===== src/rtl/pmp_check_arbiter.sv =====
// pmp_check_arbiter
//   Shares one iterative PMP checker between instruction fetch (requester 0)
//   and load/store (requester 1). A single outstanding transaction scans the
//   PMP entries lowest index first, one entry per cycle, and returns
//   allow/fault, hit and the index of the matching entry.
//
// Ports
//   clock, reset           clock; synchronous active-high reset
//   req_valid_i/ready_o    per-requester request handshake (ready is one-hot)
//   req_addr_i/acc_i/priv_i per-requester byte address, access type, privilege
//   resp_valid_o/ready_i   one-hot response handshake to the granted requester
//   resp_fault_o/hit_o/entry_o  check result, held while resp_valid_o != 0
//   pmpcfg_i, pmpaddr_i    live PMP CSR contents
//   pmp_wr_i               CSR write pulse; restarts an in-flight scan
//   busy_o                 transaction in flight (SCAN or RESP)
module pmp_check_arbiter #(
   parameter int NUM_ENTRIES = 16,
   parameter int XLEN        = 32
) (
   input  logic                        clock,
   input  logic                        reset,
   input  logic [1:0]                  req_valid_i,
   output logic [1:0]                  req_ready_o,
   input  logic [2*XLEN-1:0]           req_addr_i,
   input  logic [3:0]                  req_acc_i,
   input  logic [3:0]                  req_priv_i,
   output logic [1:0]                  resp_valid_o,
   input  logic [1:0]                  resp_ready_i,
   output logic                        resp_fault_o,
   output logic                        resp_hit_o,
   output logic [3:0]                  resp_entry_o,
   input  logic [NUM_ENTRIES*8-1:0]    pmpcfg_i,
   input  logic [NUM_ENTRIES*XLEN-1:0] pmpaddr_i,
   input  logic                        pmp_wr_i,
   output logic                        busy_o
);

   localparam int         AW       = XLEN + 2;
   localparam logic [3:0] LAST_IDX = 4'(NUM_ENTRIES - 1);

   typedef enum logic [1:0] {S_IDLE, S_SCAN, S_RESP} state_t;

   state_t          r_state, w_state_nxt;
   logic            r_rr_ptr, r_req;
   logic [3:0]      r_idx;
   logic [XLEN-1:0] r_addr;
   logic [1:0]      r_acc, r_priv;
   logic            r_fault, r_hit;
   logic [3:0]      r_entry;

   // Entries padded to 16 so the 4-bit scan index never selects out of range
   logic [7:0]      w_cfg   [16];
   logic [XLEN-1:0] w_paddr [16];

   for (genvar g = 0; g < 16; g++) begin : g_ent
      if (g < NUM_ENTRIES) begin : g_live
         assign w_cfg[g]   = pmpcfg_i[g*8 +: 8];
         assign w_paddr[g] = pmpaddr_i[g*XLEN +: XLEN];
      end else begin : g_pad
         assign w_cfg[g]   = '0;
         assign w_paddr[g] = '0;
      end
   end

   // Arbitration: round-robin pointer only matters when both are valid
   logic w_gsel, w_accept;
   assign w_gsel      = (&req_valid_i) ? r_rr_ptr : req_valid_i[1];
   assign w_accept    = (r_state == S_IDLE) && (|req_valid_i) && !reset;
   assign req_ready_o = w_accept ? (w_gsel ? 2'b10 : 2'b01) : 2'b00;

   // Match / permission evaluation for entry r_idx
   logic [7:0]      w_ccfg;
   logic [XLEN-1:0] w_cur, w_prev, w_tmask;
   logic [AW-1:0]   w_a, w_hi, w_lo;
   logic            w_match, w_perm_fault, w_miss_fault, w_unused;

   always_comb begin
      w_match      = 1'b0;
      w_perm_fault = 1'b1;
      w_ccfg       = w_cfg[r_idx];
      w_cur        = w_paddr[r_idx];
      w_prev       = (r_idx == 4'd0) ? '0 : w_paddr[r_idx - 4'd1];
      w_a          = {2'b00, r_addr};
      w_hi         = {w_cur, 2'b00};
      w_lo         = {w_prev, 2'b00};
      // Bits [t:0] set where t = trailing-ones count; all ones when pmpaddr is all ones
      w_tmask      = w_cur ^ (w_cur + XLEN'(1));
      case (w_ccfg[4:3])
         2'b01:   w_match = (w_a >= w_lo) && (w_a < w_hi);
         2'b10:   w_match = (w_a[AW-1:2] == w_cur);
         2'b11:   w_match = ((w_a[AW-1:2] ^ w_cur) & ~w_tmask) == '0;
         default: w_match = 1'b0;
      endcase
      if (r_acc == 2'b11)                       w_perm_fault = 1'b1;
      else if (r_priv == 2'b11 && !w_ccfg[7])   w_perm_fault = 1'b0;
      else                                      w_perm_fault = !w_ccfg[{1'b0, r_acc}];
      w_miss_fault = (r_acc == 2'b11) || (r_priv != 2'b11);
   end

   assign w_unused = ^w_ccfg[6:5];

   always_comb begin
      w_state_nxt = r_state;
      case (r_state)
         S_IDLE:  if (w_accept) w_state_nxt = S_SCAN;
         S_SCAN:  if (!pmp_wr_i && (w_match || r_idx == LAST_IDX)) w_state_nxt = S_RESP;
         S_RESP:  if (resp_ready_i[r_req]) w_state_nxt = S_IDLE;
         default: w_state_nxt = S_IDLE;
      endcase
   end

   always_ff @(posedge clock) begin
      if (reset) begin
         r_state  <= S_IDLE;
         r_rr_ptr <= 1'b0;
         r_req    <= 1'b0;
         r_idx    <= 4'd0;
         r_addr   <= '0;
         r_acc    <= 2'b00;
         r_priv   <= 2'b00;
         r_fault  <= 1'b0;
         r_hit    <= 1'b0;
         r_entry  <= 4'd0;
      end else begin
         r_state <= w_state_nxt;
         case (r_state)
            S_IDLE: if (w_accept) begin
               r_req  <= w_gsel;
               r_addr <= w_gsel ? req_addr_i[XLEN +: XLEN] : req_addr_i[0 +: XLEN];
               r_acc  <= w_gsel ? req_acc_i[3:2]  : req_acc_i[1:0];
               r_priv <= w_gsel ? req_priv_i[3:2] : req_priv_i[1:0];
               r_idx  <= 4'd0;
            end
            S_SCAN: begin
               // A CSR write invalidates whatever this cycle found
               if (pmp_wr_i) r_idx <= 4'd0;
               else if (w_match) begin
                  r_hit   <= 1'b1;
                  r_entry <= r_idx;
                  r_fault <= w_perm_fault;
               end else if (r_idx == LAST_IDX) begin
                  r_hit   <= 1'b0;
                  r_entry <= 4'd0;
                  r_fault <= w_miss_fault;
               end else r_idx <= r_idx + 4'd1;
            end
            S_RESP: if (resp_ready_i[r_req]) r_rr_ptr <= ~r_req;
            default: ;
         endcase
      end
   end

   assign resp_valid_o = (r_state == S_RESP) ? (r_req ? 2'b10 : 2'b01) : 2'b00;
   assign resp_fault_o = r_fault;
   assign resp_hit_o   = r_hit;
   assign resp_entry_o = r_entry;
   assign busy_o       = (r_state != S_IDLE);

endmodule


===== config.mk =====
export PLATFORM = sky130hd
export DESIGN_NAME = pmp_check_arbiter
export DESIGN_NICKNAME = d
export VERILOG_FILES = /design/src/rtl/pmp_check_arbiter.sv
export SDC_FILE = /design/constraint.sdc
export NUM_CORES = 1
export LEC_CHECK = 0
export BUFFER_PORTS_ARGS = -buffer_cell sky130_fd_sc_hd__buf_2
export CORE_AREA = 2 2 285 287
export CTS_CLUSTER_SIZE = 25
export DETAILED_ROUTE_END_ITERATION = 6
export DIE_AREA = 0 0 287 289
export PLACE_DENSITY_LB_ADDON = 0.2
export SYNTH_ARGS = -nofsm -noshare
export SYNTH_HDL_FRONTEND = slang
export SYNTH_SLANG_ARGS = --single-unit

===== constraint.sdc =====
create_clock -name clock -period 15.27 [get_ports clock]
set_clock_uncertainty 0.2 [all_clocks]
set_input_delay 0.7635 -clock clock [delete_from_list [all_inputs] [get_ports clock]]
set_output_delay 0.7635 -clock clock [all_outputs]
set_load 0.01 [all_outputs]

# Yosys cells after proc, flatten, opt, wreduce, memory -nomap -nowiden
# Index checks and enable logic that the tools add are counted.
# W data, S select, Z words.
# op_classes
mux	40
addsub	3
n_reduce_logical	24
n_lt_le_gt_ge	6
bitwise	8
n_mul	0
n_shift	0
div_mod_pow	0
eq_ne	15
# ops
cell	n
$bmux W32 S4	2
$mux W32	6
$ge A32 B34 Y1	1
$lt A32 B34 Y1	1
$add A32 B1 Y32 const B	1
$and A32 B32 Y32	1
$bmux W8 S4	1
$eq A30 B32 Y1	1
$logic_not A32 Y1	1
$not A32 Y32	1
$xor A30 B32 Y32	1
$xor A32 B32 Y32	1
$mux W4	6
$mux W2	9
$mux W8	2
$eq A2 B2 Y1 const B	5
$ge A5 B5 Y1 const B	2
$mux W1	10
$not A4 Y5	2
$ne A2 B2 Y1 const B	4
$pmux W4 S2	1
$ne A3 B3 Y1 const B	2
$pmux W2 S3	1
$reduce_and A2 Y1	3
other kinds (18)	31
# totals
inputBits	719
latch_bits	0
ram_bits	0
regBits	50
word_cells	106
memories	0
out_inout_bits	11
romBits	0

# Logic depth before layout (Yosys ltp)
# logic_depth
ltp_word	14
ltp_mapped	29
mapped_depth_nobuf	18

# Least setup slack after synthesis
# OpenSTA, ideal clock, no wires.
# synth_timing
path_kind	flip-flop to flip-flop
start	register r_idx[1]
end	register r_entry[2], in the netlist resp_entry_o[2]
setup_ns	0.122
setup_slack_ns	8.818
path_stages_with_launch	29
arrival_ns	6.130
path_buffers	11
period_less_slack_ns	6.452
required_ns	14.948
cell_sequence	dfxtp_1 buf_6 buf_6 buf_4 buf_2 buf_2 buf_1 buf_1 inv_1 ha_1 clkbuf_1 clkbuf_1 clkbuf_1 mux4_2 mux2_2 o211ai_1 ha_1 nor2b_1 o21a_1 o21ai_0 a21oi_1 o21ai_0 a41oi_1 o211ai_1 a21oi_1 and4_1 buf_4 o2111a_1 a311o_1
# synth_between
elab_chain_len	12
word_cells_on_any_way	32
classes_between	2 x add/sub; 2 x order compare; 5 x eq/ne; 12 x mux; 6 x bitwise; 5 x reduce/logical
# synth_rtl
element	line	text
from (decl)	45	logic [3:0] r_idx;
from (signal assigned)	145	end else r_idx <= r_idx + 4'd1;
$not A4 Y5 (not written as such)	80, 81	
$bmux W32 S4	81	w_cur = w_paddr[r_idx];
$mux W32 (not written as such) (2 in series)	81	
$add A32 B1 Y32	87	w_tmask = w_cur ^ (w_cur + XLEN'(1));
$xor A32 B32 Y32	87	
$not A32 Y32	91	2'b11: w_match = ((w_a[AW-1:2] ^ w_cur) & ~w_tmask) == '0;
$and A32 B32 Y32	91	
$logic_not A32 Y1	91	
$pmux W1 S3	88	case (w_ccfg[4:3])
$reduce_bool A2 Y1 (no line)	n/a	
$reduce_and A3 Y1 (no line)	n/a	
to (signal assigned)	139	r_entry <= r_idx;
to (decl)	49	logic [3:0] r_entry;
# Parallel ways exist; a longest one is shown, timed or not. The select of a mux whose other input is x is not followed.
# A chain may end at the register's enable or synchronous reset.

# Worst setup path after layout
# layout_timing
start	register r_idx[0]
end	register r_entry[2], in the netlist resp_entry_o[2]
# Same word-level chain as after synthesis.

==> out/qor.csv <==
stage,metric,value,unit
status,outcome,completed,
drt,Top Metal Used,met5,
clock_tree,Post-CTS Setup Bufs,0,
final_layout,area delta synth->final,36.5,%
drt,first-pass iteration count of the detailed router,5,
final_layout,# fillers,8756,
worst_setup_path,"slowest stage delay, CP",0.77,ns
power_and_ir_drop,Power Density,44.8,nW/um^2
sta,"Hold Violations, Final",0,
worst_setup_path,R2R Path Start,r_idx[0],
clock_tree,CTS tree,done,
place,routability cong.,0.876,
power_and_ir_drop,switch share,0.402,
yosys,Syn Inst Count,1129,
final_layout,share of post-route cells with drive strength above 1,0.608,
power_and_ir_drop,Peak VDD IR,0.0000415,V
drt,via count,13900,
worst_setup_path,"Req. time, crit path",15.25,ns
clock_tree,Worst-path clk slew,0.07,ns
yosys,ys async rst share,0,
yosys,Syn. warnings,0,
power_and_ir_drop,net switching power,318,uW
final_layout,final non-filler cell total,2824,
place,Place WS,7.51,ns
yosys,ys flop type,dfxtp_1,
sta,RSZ-0062 raised after global routing,false,
drt,routed len/inst,26.7,um
yosys,Post-synth EDFFs,0,
clock_tree,TritonCTS buffer count,5,
floorplanning,initial core utilization,0.162,
final_layout,final net count,2524,
yosys,post-synth cell types,63,
yosys,register area share after synthesis,0.0775,
worst_setup_path,"Max stage delay cell, worst path",buf_4,
clock_tree,Worst-Skew Late Latency,0.29,ns
drt,met2 wire length,37100,um
sta,Tmin final,7.56,ns
place,HPWL after DPL,64200,um
worst_setup_path,critical-path cell list,buf_4 -> buf_4 -> buf_4 -> mux4_2 -> a22o_1 -> a221oi_2 -> ha_1 -> nand2_1 -> or3_1 -> nor4_1 -> o211ai_1 -> nand3_1 -> o21ai_1 -> o211ai_1 -> a21oi_1 -> and2_0 -> o2111a_1 -> a311o_1,
hold_path,hold endpoint,resp_fault_o,
drt,DRC Markers,0,
drt,Post-Route WL,75500,um
global_route,GRT overflow,0,
sta,Worst Tran Pin Value,1.15,ns
floorplanning,die width,287,um
sta,Max Clock Freq,132,MHz
worst_setup_path,Crit path arrival time,7.54,ns
sta,Slew Limit Fails,0,
worst_setup_path,launching element type of the critical path,flip-flop,
drt,metal1 wirelength,31600,um
global_route,number of global-route vias before repair,14400,
floorplanning,overall die height,289,um
yosys,syn nets,1912,
sta,TNS Setup,0,ns
sta,relative slew slack,0.231,
worst_setup_path,critical path type,flip-flop to flip-flop,
drt,wire length on met3,4970,um
yosys,top cell type's share of synthesized area,0.486,
worst_setup_path,FF-to-FF End,resp_entry_o[2],
job,Max Cap Violations,0,
global_route,pin count of the biggest net entering global routing,76,
sta,fin worst setup slack,7.71,ns
yosys,"FF+latch count, synth",50,
floorplanning,die area,82900,um^2
global_route,initial antenna violation count,39,
global_route,Total Routing Usage GR,0.172,
power_and_ir_drop,clock network power share,0.162,
place,dpl cells,2794,
worst_setup_path,reg2reg setup slack,7.71,ns
yosys,post-synth top area cell,mux4_2,
worst_setup_path,Crit path top cell by count,buf_4,
sta,crit share post-route,0.495,
yosys,largest cells by area after synthesis,"mux4_2 49%, dfxtp_1 7.7%, ha_1 6.2%",
drt,antenna-violating nets left,0,
floorplanning,area of the core,79900,um^2
global_route,global-route wire length before repair,103000,um
clock_tree,hold buffers post-CTS,0,
yosys,Mapped Area,12900,um^2
clock_tree,H-tree Lvls,2,
drt,Vias/cell,4.93,
power_and_ir_drop,Comb pwr share,0.619,
place,IO buf count,697,
yosys,"Avg Cell Area, Syn",11.4,um^2
floorplanning,# IOs,730,
hold_path,Hold Path Stages,2,
power_and_ir_drop,internal power component,473,uW
clock_tree,Sink Count,50,
power_and_ir_drop,P_leak,0.00680,uW
hold_path,HP Start,resp_fault_o,
worst_setup_path,FF-to-FF path depth,18,
clock_tree,CTS Buffer Depth,2,
clock_tree,root buffer cell,clkbuf_16,
worst_setup_path,CP endpoint kind,flip-flop,
worst_setup_path,Crit Path Max Fanout,46,
sta,final setup vio count,0,
power_and_ir_drop,register share of total power,0.219,
drt,Starting DRT DRC Count,823,
clock_tree,PostCTS Resize Cnt,0,
hold_path,class of the worst hold path,flip-flop to flip-flop,
floorplanning,Placement Rows,104,
[cell type report]
class	instances	area [um^2]	share of cell area
well taps	1060	1330	0.0752
multi-input cells	943	11300	0.642
repair buffers	721	3680	0.209
clock buffers	7	133	0.00752
inverters	20	75.1	0.00426
clock inverters	1	30.0	0.00170
diodes	22	55.1	0.00312
flip-flops and latches	50	1010	0.0573
[cells by family after synthesis]
| logic type | after synthesis | share of synthesized area |
|---|---|---|
| mux | 385 | 0.579 |
| simple gates | 258 | 0.0966 |
| flops | 50 | 0.0775 |
| xor+xnor | 3 | 0.00203 |
| fa+ha+maj | 64 | 0.0620 |
| compound gates | 233 | 0.131 |
| buf+inv | 136 | 0.0513 |
[cells in the mapped netlist (all sizes together), types with 2 or more instances]
cell	count
mux4	285
a21o	6
ha	64
o311ai	2
a41oi	5
and3	3
mux2	30
and4	2
nor2b	12
nor2	92
o2111a	2
xnor2	2
o211ai	33
o21ai	21
a221oi	8
nand4	14
inv	20
a21oi	40
a22o	40
o2111ai	3
a22oi	6
a31oi	4
a311o	2
nor4b	2
or3	3
nand2	49
o21a	6
mux2i	70
a211oi	42
or2	3
and2	10
o22ai	2
o21bai	2
buf	72
dfxtp	50
nor3	24
nor4	17
o31ai	3
clkbuf	44
nand3	23
[registers in the layout, indices dropped and copies added (netlist names)]
name / count
r_addr: 32
r_idx: 4
resp_entry_o: 4
r_acc: 2
r_priv: 2
r_state: 2
r_req: 1
r_rr_ptr: 1
resp_fault_o: 1
resp_hit_o: 1
[worst max-delay path: cells and delay by family, from the launching register on]
family / cells / cell delay [ns]
AOI/OAI and AO/OA: 8 / 2.02
muxes: 1 / 0.59
buffers and inverters: 3 / 2.11
DFF: 1 / 0.68
and+or+nand+nor: 5 / 1.44
adders and majority gates: 1 / 0.26
[metal layers]
metal	global-route usage	vias to the layer above
met1	0.225	7062
met3	0.0270	82
met5	0	-
li1	-	6100
met2	0.295	659
met4	0.0461	12
[worst max path at each step]
| stage | from | endpoint | depth (start not counted) |
|---|---|---|---|
| 6_report | r_idx[0] | resp_entry_o[2] | 18 |
| 3_5_place_dp | r_idx[0] | resp_entry_o[2] | 18 |
| 4_1_cts | r_idx[0] | resp_entry_o[2] | 18 |
| 5_1_grt | r_idx[0] | resp_entry_o[2] | 18 |
| 2_1_floorplan | r_idx[1] | resp_entry_o[2] | 28 |
| 3_3_place_gp | r_idx[0] | resp_entry_o[2] | 18 |
[stage by stage]
stage / utilization / hold WS [ns] / total power, uW / instance area (um^2)
final: 0.221 / 0.310 / 791 / 17600
after global routing: 0.221 / 0.329 / 850 / 17600
after CTS: 0.220 / 0.307 / 803 / 17600
after detailed placement: 0.218 / 0.297 / 669 / 17400
after global placement: 0.218 / 0.289 / 664 / 17400
after floorplan: - / 0.278 / 454 / 12900
[cell usage in the layout, fill, tap and decap left out, types with 4 or more instances in the layout]
cell       count
inv_1         19
and2_1         8
nor4_1        14
a211oi_1      42
mux2i_1       70
nor2_1        89
a22oi_1        6
o21ai_1        5
o21a_1         6
o21ai_0       15
nor2b_1       10
mux4_1         6
nand3_1       23
a21o_1         6
ha_1          63
a41oi_1        5
a31oi_1        4
a221oi_1       6
diode_2       22
o211ai_1      33
a22o_1        40
nand2_1       48
buf_4         23
clkbuf_16      5
dfxtp_1       46
mux4_2       279
nand4_1       14
nor3_1        24
buf_2        697
mux2_2        29
a21oi_1       40
[power by group through the flow]
stage / registers, uW / clock network, uW / logic (uW)
4_1_cts: 174 / 134 / 495
3_5_place_dp: 177 / 0 / 492
2_1_floorplan: 156 / 0 / 298
3_3_place_gp: 177 / 0 / 487
5_1_grt: 176 / 139 / 535
6_report: 173 / 128 / 489
Power figures use the tool's default switching activity.
